[src/rtl/multi_edge_detector.sv]
// Multi-channel edge detector: per-channel synchroniser, stability filter, registered
// rise/fall/mode-selected pulses, sticky event flags and saturating edge counters.
module multi_edge_detector #(
    parameter int unsigned WIDTH       = 4,
    parameter int unsigned SYNC_STAGES = 2,
    parameter int unsigned FILT_CYC    = 3,
    parameter int unsigned CNT_W       = 8
) (
    input  logic                   clk,
    input  logic                   rst,
    input  logic [WIDTH-1:0]       din,
    input  logic [1:0]             mode,
    input  logic [WIDTH-1:0]       clr,
    input  logic [WIDTH-1:0]       cnt_clr,
    output logic [WIDTH-1:0]       level,
    output logic [WIDTH-1:0]       rise_pulse,
    output logic [WIDTH-1:0]       fall_pulse,
    output logic [WIDTH-1:0]       edge_pulse,
    output logic [WIDTH-1:0]       sticky,
    output logic [WIDTH*CNT_W-1:0] edge_cnt
);

    localparam logic [7:0]       STAB_LAST = 8'(FILT_CYC - 1);
    localparam logic [CNT_W-1:0] CNT_MAX   = {CNT_W{1'b1}};

    for (genvar i = 0; i < WIDTH; i++) begin : g_ch
        logic [SYNC_STAGES-1:0] sync_q, sync_d;
        logic                   sync_out;
        logic [7:0]             stab_q, stab_d;
        logic                   level_q, level_d;
        logic                   rise_q, rise_d;
        logic                   fall_q, fall_d;
        logic                   edge_q, edge_d;
        logic                   sticky_q, sticky_d;
        logic [CNT_W-1:0]       cnt_q, cnt_d;

        assign sync_out = sync_q[SYNC_STAGES-1];

        always_comb begin
            sync_d   = {sync_q[SYNC_STAGES-2:0], din[i]};
            stab_d   = stab_q;
            level_d  = level_q;
            rise_d   = 1'b0;
            fall_d   = 1'b0;

            // A new level is accepted only after FILT_CYC consecutive mismatching samples.
            if (sync_out == level_q) begin
                stab_d = '0;
            end else if (stab_q == STAB_LAST) begin
                level_d = sync_out;
                stab_d  = '0;
                rise_d  = sync_out;
                fall_d  = ~sync_out;
            end else begin
                stab_d = stab_q + 8'd1;
            end

            edge_d   = (rise_d & mode[0]) | (fall_d & mode[1]);
            // Set wins over clear so an event coinciding with clr is never lost.
            sticky_d = edge_q | (sticky_q & ~clr[i]);

            if (cnt_clr[i]) begin
                cnt_d = edge_q ? CNT_W'(1) : '0;
            end else if (edge_q && (cnt_q != CNT_MAX)) begin
                cnt_d = cnt_q + CNT_W'(1);
            end else begin
                cnt_d = cnt_q;
            end
        end

        always_ff @(posedge clk) begin
            if (!rst) begin
                sync_q   <= '0;
                stab_q   <= '0;
                level_q  <= 1'b0;
                rise_q   <= 1'b0;
                fall_q   <= 1'b0;
                edge_q   <= 1'b0;
                sticky_q <= 1'b0;
                cnt_q    <= '0;
            end else begin
                sync_q   <= sync_d;
                stab_q   <= stab_d;
                level_q  <= level_d;
                rise_q   <= rise_d;
                fall_q   <= fall_d;
                edge_q   <= edge_d;
                sticky_q <= sticky_d;
                cnt_q    <= cnt_d;
            end
        end

        assign level[i]                     = level_q;
        assign rise_pulse[i]                = rise_q;
        assign fall_pulse[i]                = fall_q;
        assign edge_pulse[i]                = edge_q;
        assign sticky[i]                    = sticky_q;
        assign edge_cnt[i*CNT_W +: CNT_W]   = cnt_q;
    end

endmodule

[config.mk]
export PLATFORM = sky130hd
export DESIGN_NAME = multi_edge_detector
export DESIGN_NICKNAME = d
export VERILOG_FILES = /design/src/rtl/multi_edge_detector.sv
export SDC_FILE = /design/constraint.sdc
export NUM_CORES = 1
export LEC_CHECK = 0
export ABC_CLOCK_PERIOD_IN_PS = 2700
export CAP_MARGIN = 15
export CORE_MARGIN = 4
export CORE_UTILIZATION = 58
export CTS_CLUSTER_DIAMETER = 200
export CTS_CLUSTER_SIZE = 14
export DETAILED_ROUTE_END_ITERATION = 16
export GPL_TIMING_DRIVEN = 0
export MAX_ROUTING_LAYER = met4
export PLACE_DENSITY = 0.85
export RECOVER_POWER = 100
export REMOVE_ABC_BUFFERS = 1
export SETUP_SLACK_MARGIN = 0.02
export SLEW_MARGIN = 10
export SYNTH_ARGS = -nofsm -noshare
export SYNTH_HDL_FRONTEND = slang
export SYNTH_SLANG_ARGS = --single-unit
[constraint.sdc]
create_clock -name clk -period 2.7 [get_ports clk]
set_input_delay 0.27 -clock clk [delete_from_list [all_inputs] [get_ports clk]]
set_output_delay 0.27 -clock clk [all_outputs]
set_load 0.1 [all_outputs]
; ---- Yosys cells after proc, flatten, opt, wreduce, memory -nomap -nowiden
; Index checks and enable logic that the tools add are counted.
[word_totals]
regBits = 92
inputBits = 16
out_inout_bits = 52
wordCells = 129
[classes]
addsub = 8
eq_ne = 12
n_mux = 28
bitwise = 33
reduce_logical = 16
[ops]
columns = cell, n
row1 = $add A8 B1 Y8 const B, 8
row2 = $mux W8, 8
row3 = $eq A8 B2 Y1 const B, 4
row4 = $ne A8 B8 Y1 const B, 4
row5 = $mux W1, 20
row6 = $not A1 Y1, 13
row7 = $and A1 B1 Y1, 12
row8 = $reduce_or A3 Y1, 4
row9 = $or A1 B1 Y1, 8
row10 = $reduce_and A2 Y1, 4
row11 = $reduce_bool A2 Y1, 4
row12 = $eq A1 B1 Y1, 4
row13 = $logic_and A1 B1 Y1, 4

; ---- Depth between registers and ports, before layout
; Gate-level depths: netlist of run 1.
[logic_depth]
depth_word = 5
ltp_mapped = 5
mapped_depth_nobuf = 5

; ---- Least setup slack after synthesis of run 1
; OpenSTA, ideal clock, no wires.
[synth_path]
kind = register -> register
from = reg g_ch[3].cnt_q[1]
to = reg g_ch[3].cnt_q[2]
setup_ps = 91
arrival_ps = 2055
t_required_ps = 2609
slack_ps = 554
stages_incl_launch_ff = 5
n_path_buf = 0
period_less_slack_ps = 2146
path_cell_list = dfxtp_1 ha_1 and4_1 a21boi_0 a311oi_1
[synth_between]
elab_chain_len = 3
word_cells_on_any_way = 6
classes_between = add/sub (1) / eq/ne (1) / mux (2) / reduce/logical (2)
[synth_lines]
columns = item, line
row1 = start: declaration, 35  ; logic [CNT_W-1:0] cnt_q, cnt_d;
row2 = start signal: assignment, 89  ; cnt_q <= cnt_d;
row3 = $add A8 B1 Y8 or $ne A8 B8 Y1 (tied branches), "65, 64"
row4 = $mux W8 or $logic_and A1 B1 Y1 (tied branches), 64  ; end else if (edge_q && (cnt_q != CNT_MAX)) begin
row5 = $mux W8 or $reduce_bool A2 Y1 (tied branches), --
; Parallel ways exist; a longest one is shown, timed or not. The select of a mux whose other input is x is not followed.
; A chain may end at the register's enable or synchronous reset.

; ---- Final worst setup path of run 1
[layout_path]
from = reg g_ch[1].edge_q
to = out edge_pulse[1]
[layout_lines]
columns = item, line
row1 = start: declaration, 33  ; logic edge_q, edge_d;
row2 = start signal: assignment, 87  ; edge_q <= edge_d;
row3 = end: declaration, 18  ; output logic [WIDTH-1:0] edge_pulse,
; No word-level cell between the ends.

==> results.cfg, run 1 <==
[worst_setup_path]
worstSetupStartpointType = register
arrival_ps = 2190
cp_slowest_cell = dlygate4sd3_1
reg2regPathDepth = 4
cp_max_fo = 12
timing.reg2reg.setup_slack_ps = 800
worstReg2RegEnd = g_ch[0].stab_q[5]
r2r-start = g_ch[0].stab_q[1]
cp_slowest_stage_delay_ps = 1270
crit_path_end_kind = primary output
worst_ep_required_time_ps = 2430
path_buf_inv = 1
crit_family = buffers and inverters
path_class = reg -> out
crit_chain = dlygate4sd3_1

[routing]
viasPerCell = 5.94
ant_nets = 0
firstDrtPassIters = 5
drc_errors = 0
post_drt_wl_per_cell_um = 14.4
dr_total_vias = 3699
drt-initial-drc-count = 193
wirelength_um = 8980

[worst_hold_path]
hold_depth = 1
hp-start = g_ch[2].sync_q[0]
whs_endpoint = g_ch[2].sync_q[1]
hold_path.class = reg -> reg

[synthesis]
synthXorXnorAreaFrac = 0.0288
synth_ff_type = dfxtp_1
async_flop_share = 0
synth_warnings = 0
synthAdderAreaFrac = 0.0352
yosys_register_bits = 92
synth.area.top_cells = dfxtp_1 (43%), nand3_1 (3.9%), a21oi_1 (3.5%)
yosys.area_share.simple = 0.256
netlist_area_um2 = 4260
synth_cell_types = 53
syn_inst = 474
synth_compound_area_frac = 0.165
synth_edf_count = 0
synth_top_area_share = 0.432
yosysTopAreaCell = dfxtp_1
syn_area_per_cell_um2 = 8.99
synthTopCellsByCount = dfxtp_1 (92), nand3_1 (33), a21oi_1 (30), nor2_1 (30), nand2_1 (26)
muxShareOfSynthArea = 0.0164
yosysMostFrequentCell = dfxtp_1
synth_top_family_by_area = simple AND/OR/NAND/NOR gates
ys_seq_area_frac = 0.432

[power]
power_density_nw_per_um2 = 473
ir_worst_vdd_uv = 283
leakagePower_nw = 1.82

[sta]
finalMaxSlewViolations = 0
clock_skew_ps = 8.55
worst_pin_slew_ps = 1030
hold_viol = 0
fin_crit_ps = 2460
rsz0062_at_grt = no
whs_ps = 439
setup_violations = 0
maxSlewHeadroom = 0.311
fin_crit_sh = 0.912
max_freq_mhz = 406

[grt]
grt_usage = 0.210
antenna_found_initial = 0
grt_pass1_wl_um = 14700
overflow = 0
grt_start_max_net_pins = 31
grt_pass1_vias = 3291

[cells_and_area]
area_growth_pct = 17.7
fin_nets = 550
register_area_um2 = 1840
multi_input_area_um2 = 2090
drive_above_1_share = 0.0380
num_antenna_cells = 0
utilization = 0.718
fill_cells = 556

[cts]
cts_sinks = 92
clockRootBuffer = clkbuf_8
clockBufferDepth = 2
htreeDepth = 3
cts_tree = built
clk_latency_ps = 350
cts_resized = 0
clkSlewWorstSetupHoldPaths_ps = 80
cts_buffers = 9
hold_buffers = 0
post_cts.repair.setup_buffers = 0

[place]
io_buffers = 67
gp_congestion = 0.878
dp_hpwl_um = 6390

[die]
dieArea_um2 = 8780
fp.dieW_um = 93.7
fp.coreArea_um2 = 6980
die_h_um = 93.7
io_pins = 68
initial_core_util = 0.610
num_rows = 30

[outcome]
status = finished, final reports clean

[job]
cap_viol_max_count = 0
-- cells in the final DEF (no fill, tap or decap), drive strengths merged, types with 3 or more instances in the layout --
cell | synthesis | final
a211oi | 7 | 7
a21boi | 4 | 4
a21oi | 30 | 30
a311oi | 4 | 4
a31oi | 8 | 8
a41oi | 4 | 4
and2 | 8 | 8
and3 | 5 | 5
and4 | 7 | 7
clkbuf | 8 | 12
clkdlybuf4s50 | 0 | 14
dfxtp | 92 | 92
dlygate4sd3 | 0 | 53
ha | 12 | 12
inv | 21 | 21
mux2i | 7 | 7
nand2 | 26 | 26
nand2b | 8 | 8
nand3 | 33 | 33
nand4 | 10 | 10
nand4b | 3 | 3
nor2 | 30 | 30
nor2b | 8 | 8
nor3 | 13 | 13
nor3b | 10 | 10
nor4 | 4 | 4
nor4b | 3 | 3
o2111ai | 3 | 3
o21ai | 24 | 24
o31ai | 3 | 3
or3 | 15 | 15
or4 | 3 | 3
xnor2 | 5 | 5
xor2 | 9 | 9
-- cells by family after synthesis --
family          Yosys count
simple gates            194
compound gates          103
flops                    92
buf+inv                  52
xor+xnor                 14
fa+ha+maj                12
mux                       7
-- registers in the layout (all words and copies together), names as in the netlist --
name / flops
g_ch.cnt_q: 32
g_ch.level_q: 4
g_ch.rise_q: 4
g_ch.sticky_q: 4
g_ch.edge_q: 4
g_ch.sync_q: 8
g_ch.stab_q: 32
g_ch.fall_q: 4
-- worst reg2reg max path: cells and delay by family (launching register included) --
kind            cells  cell delay [ps]
flops               1              410
fa+ha+maj           1              200
compound gates      2              680
simple gates        1              460
-- layer usage --
metal	up-vias	routed length, µm	GRT usage
li1	1821	-	-
met1	1722	4070	0.272
met2	148	4210	0.336
met3	8	595	0.0353
met4	0	95	0.0722
met5	-	0	-
-- power by group --
part	internal, mW	switching, mW	total [mW]
Clock	0.476	0.453	0.929
Combinational	0.0340	0.0381	0.0721
Sequential	1.36	0.00625	1.37
-- final cells by class --
type,count,share of cell area
multi-input combinational,330,0.417
timing repair buffer,68,0.136
clock buffer,12,0.0309
tap,96,0.0240
sequential,92,0.367
clock inverter,4,0.00948
inverter,21,0.0157
-- through the flow --
stage	setup WS (ps)	cells	setup TNS, ps	power, mW	instance area [µm²]
after floorplan	554	443	0	1.43	4060
after global placement	-65.2	606	-65.2	1.47	4850
after detailed placement	-142	606	-142	1.47	4850
after CTS	232	622	0	2.40	5050
after global routing	167	623	0	2.47	5010
final	237	623	0	2.37	5010
-- how the worst max path moves through the flow --
stage | start | endpoint | slack [ps] | cells past startpoint
global placement | rst | g_ch[0].cnt_q[0] | -70 | 4
CTS | rst | g_ch[0].cnt_q[0] | 230 | 4
global route | g_ch[1].edge_q | edge_pulse[1] | 170 | 1
finish | g_ch[1].edge_q | edge_pulse[1] | 240 | 1
detailed placement | rst | g_ch[0].cnt_q[0] | -140 | 4
floorplan | g_ch[3].cnt_q[1] | g_ch[3].cnt_q[2] | 550 | 4
Note: power is estimated with default switching activity, not from simulation.
==> run 2, diff against run 1 <==
Settings changed: CTS_CLUSTER_DIAMETER 200 to default.
==> results of run 2 <==
Final layout, timing and power as in run 1 (identical DEF).
==> run 3, diff against run 2 <==
Settings changed: CORE_UTILIZATION 58 to 35, PLACE_DENSITY 0.85 to default.
==> run 3 against run 2 <==
Hold slack about the same. Die area increased by 59%. Fmax increased by 0.17%. Combinational power increased by 3%. Sequential power about the same. First-iteration DRC count increased by 12%. Via count decreased by 3.4%. Final cell count increased by 8.3%. Critical endpoint unchanged. Highest routed layer unchanged.
==> results.cfg, run 3 (synthesized netlist as in run 1, its figures left out) <==
[outcome]
status = finished, final reports clean

[sta]
setup_violations = 0
max_freq_mhz = 407
maxSlewHeadroom = 0.305
clock_skew_ps = 7.72
worst_pin_slew_ps = 1040
hold_viol = 0
setup_tns_ps = 0
fin_crit_sh = 0.910
finalMaxSlewViolations = 0
rsz0062_at_grt = no
fin_crit_ps = 2460
setup_slack_ps = 242

[worst_hold_path]
hold_path.class = reg -> reg

[die]
die_h_um = 118
io_pins = 68
initial_core_util = 0.356
num_rows = 40
fp.coreArea_um2 = 12000
fp.dieW_um = 118
dieArea_um2 = 14000

[cts]
cts_tree = built
cts_buffers = 9
htreeDepth = 3
clockRootBuffer = clkbuf_16
hold_buffers = 0
cts_resized = 0
clockBufferDepth = 2
post_cts.repair.setup_buffers = 0
cts_sinks = 92
clkSlewWorstSetupHoldPaths_ps = 60
clk_latency_ps = 340

[worst_setup_path]
crit_family = buffers and inverters
crit_path_end_kind = primary output
cp_slowest_cell = dlygate4sd3_1
crit_chain = dlygate4sd3_1
path_buf_inv = 1
cp_max_fo = 12
arrival_ps = 2190
path_class = reg -> out
worst_ep_required_time_ps = 2430
timing.reg2reg.setup_slack_ps = 820
worstSetupStartpointType = register
cp_slowest_stage_delay_ps = 1270

[routing]
dr_total_vias = 3573
firstDrtPassIters = 4
wirelength_um = 9390
drt-initial-drc-count = 217
viasPerCell = 5.29
drc_errors = 0
ant_nets = 0
post_drt_wl_per_cell_um = 13.9

[cells_and_area]
drive_above_1_share = 0.0398
num_antenna_cells = 0
final_common_cell = dfxtp_1
reg.largest.list = g_ch.cnt_q x32, g_ch.stab_q x32, g_ch.sync_q x8
layout_common_cells = dfxtp_1 (92), dlygate4sd3_1 (53), nand3_1 (33), nor2_1 (30), a21oi_1 (30)
fin_cells = 675
fin_nets = 551
area_growth_pct = 21.7

[grt]
grt_pass1_wl_um = 15700
overflow = 0
antenna_found_initial = 0
grt_pass1_vias = 3318
grt_usage = 0.139
grt_start_max_net_pins = 18

[power]
ir_worst_vdd_uv = 225
p_total_mw = 2.71
leakagePower_nw = 1.86
power_density_nw_per_um2 = 522

[place]
pre_cts_ws_ps = 648
io_buffers = 67
dp_hpwl_um = 6720
gp_congestion = 0.823
dpl.cell_count = 659

[job]
cap_viol_max_count = 0
==> run 3: changes by cell type in the layout (fill, tap and decap cells not counted) <==
cell,change
clkinvlp_4,+1
clkbuf_16,+9
clkbuf_8,-10
buf_6,-1
clkinv_4,+1
buf_8,+1
==> run 3: area by class of cell <==
cell class / instances / area [µm²]
clock buffer: 10 / 239
clock inverter: 6 / 63.8
inverter: 21 / 78.8
fill: 1181 / 6780
sequential: 92 / 1840
multi-input combinational: 330 / 2090
timing repair buffer: 69 / 689
tap: 147 / 184
==> run 3: per-layer routing <==
metal,share of wire,global-route usage,up-vias
met5,0,-,-
met4,0.015,0.0520,0
met3,0.057,0.0344,9
met2,0.45,0.213,97
met1,0.48,0.178,1643
li1,-,-,1824
==> run 3: metrics by stage <==
stage	hold WS, ps	utilization	instance area (µm²)
CTS	438	0.438	5240
detailed placement	423	0.413	4940
floorplan	386	-	4060
global route	464	0.434	5190
global placement	421	0.411	4910
finish	439	0.434	5190
==> run 3: path summary, 6_finish.rpt <==
kind | depth (start not counted) | endpoint | startpoint
setup / recovery | 1 | edge_pulse[1] | g_ch[1].edge_q
hold / removal | 1 | g_ch[0].sync_q[1] | g_ch[0].sync_q[0]
setup reg to reg | 4 | g_ch[0].stab_q[2] | g_ch[0].stab_q[1]
hold reg to reg | 1 | g_ch[0].sync_q[1] | g_ch[0].sync_q[0]
==> run 3: power by group <==
group	leakage, nW	switching, mW	internal, mW
combinational	0.975	0.0393	0.0348
clock	0.144	0.523	0.740
sequential	0.743	0.00638	1.36
==> run 3: worst register-to-register path: stages (launching register included) <==
cell	delay, ps
dfxtp_1	400
ha_1	190
or4b_1	480
o221ai_1	570
nor2_1	100
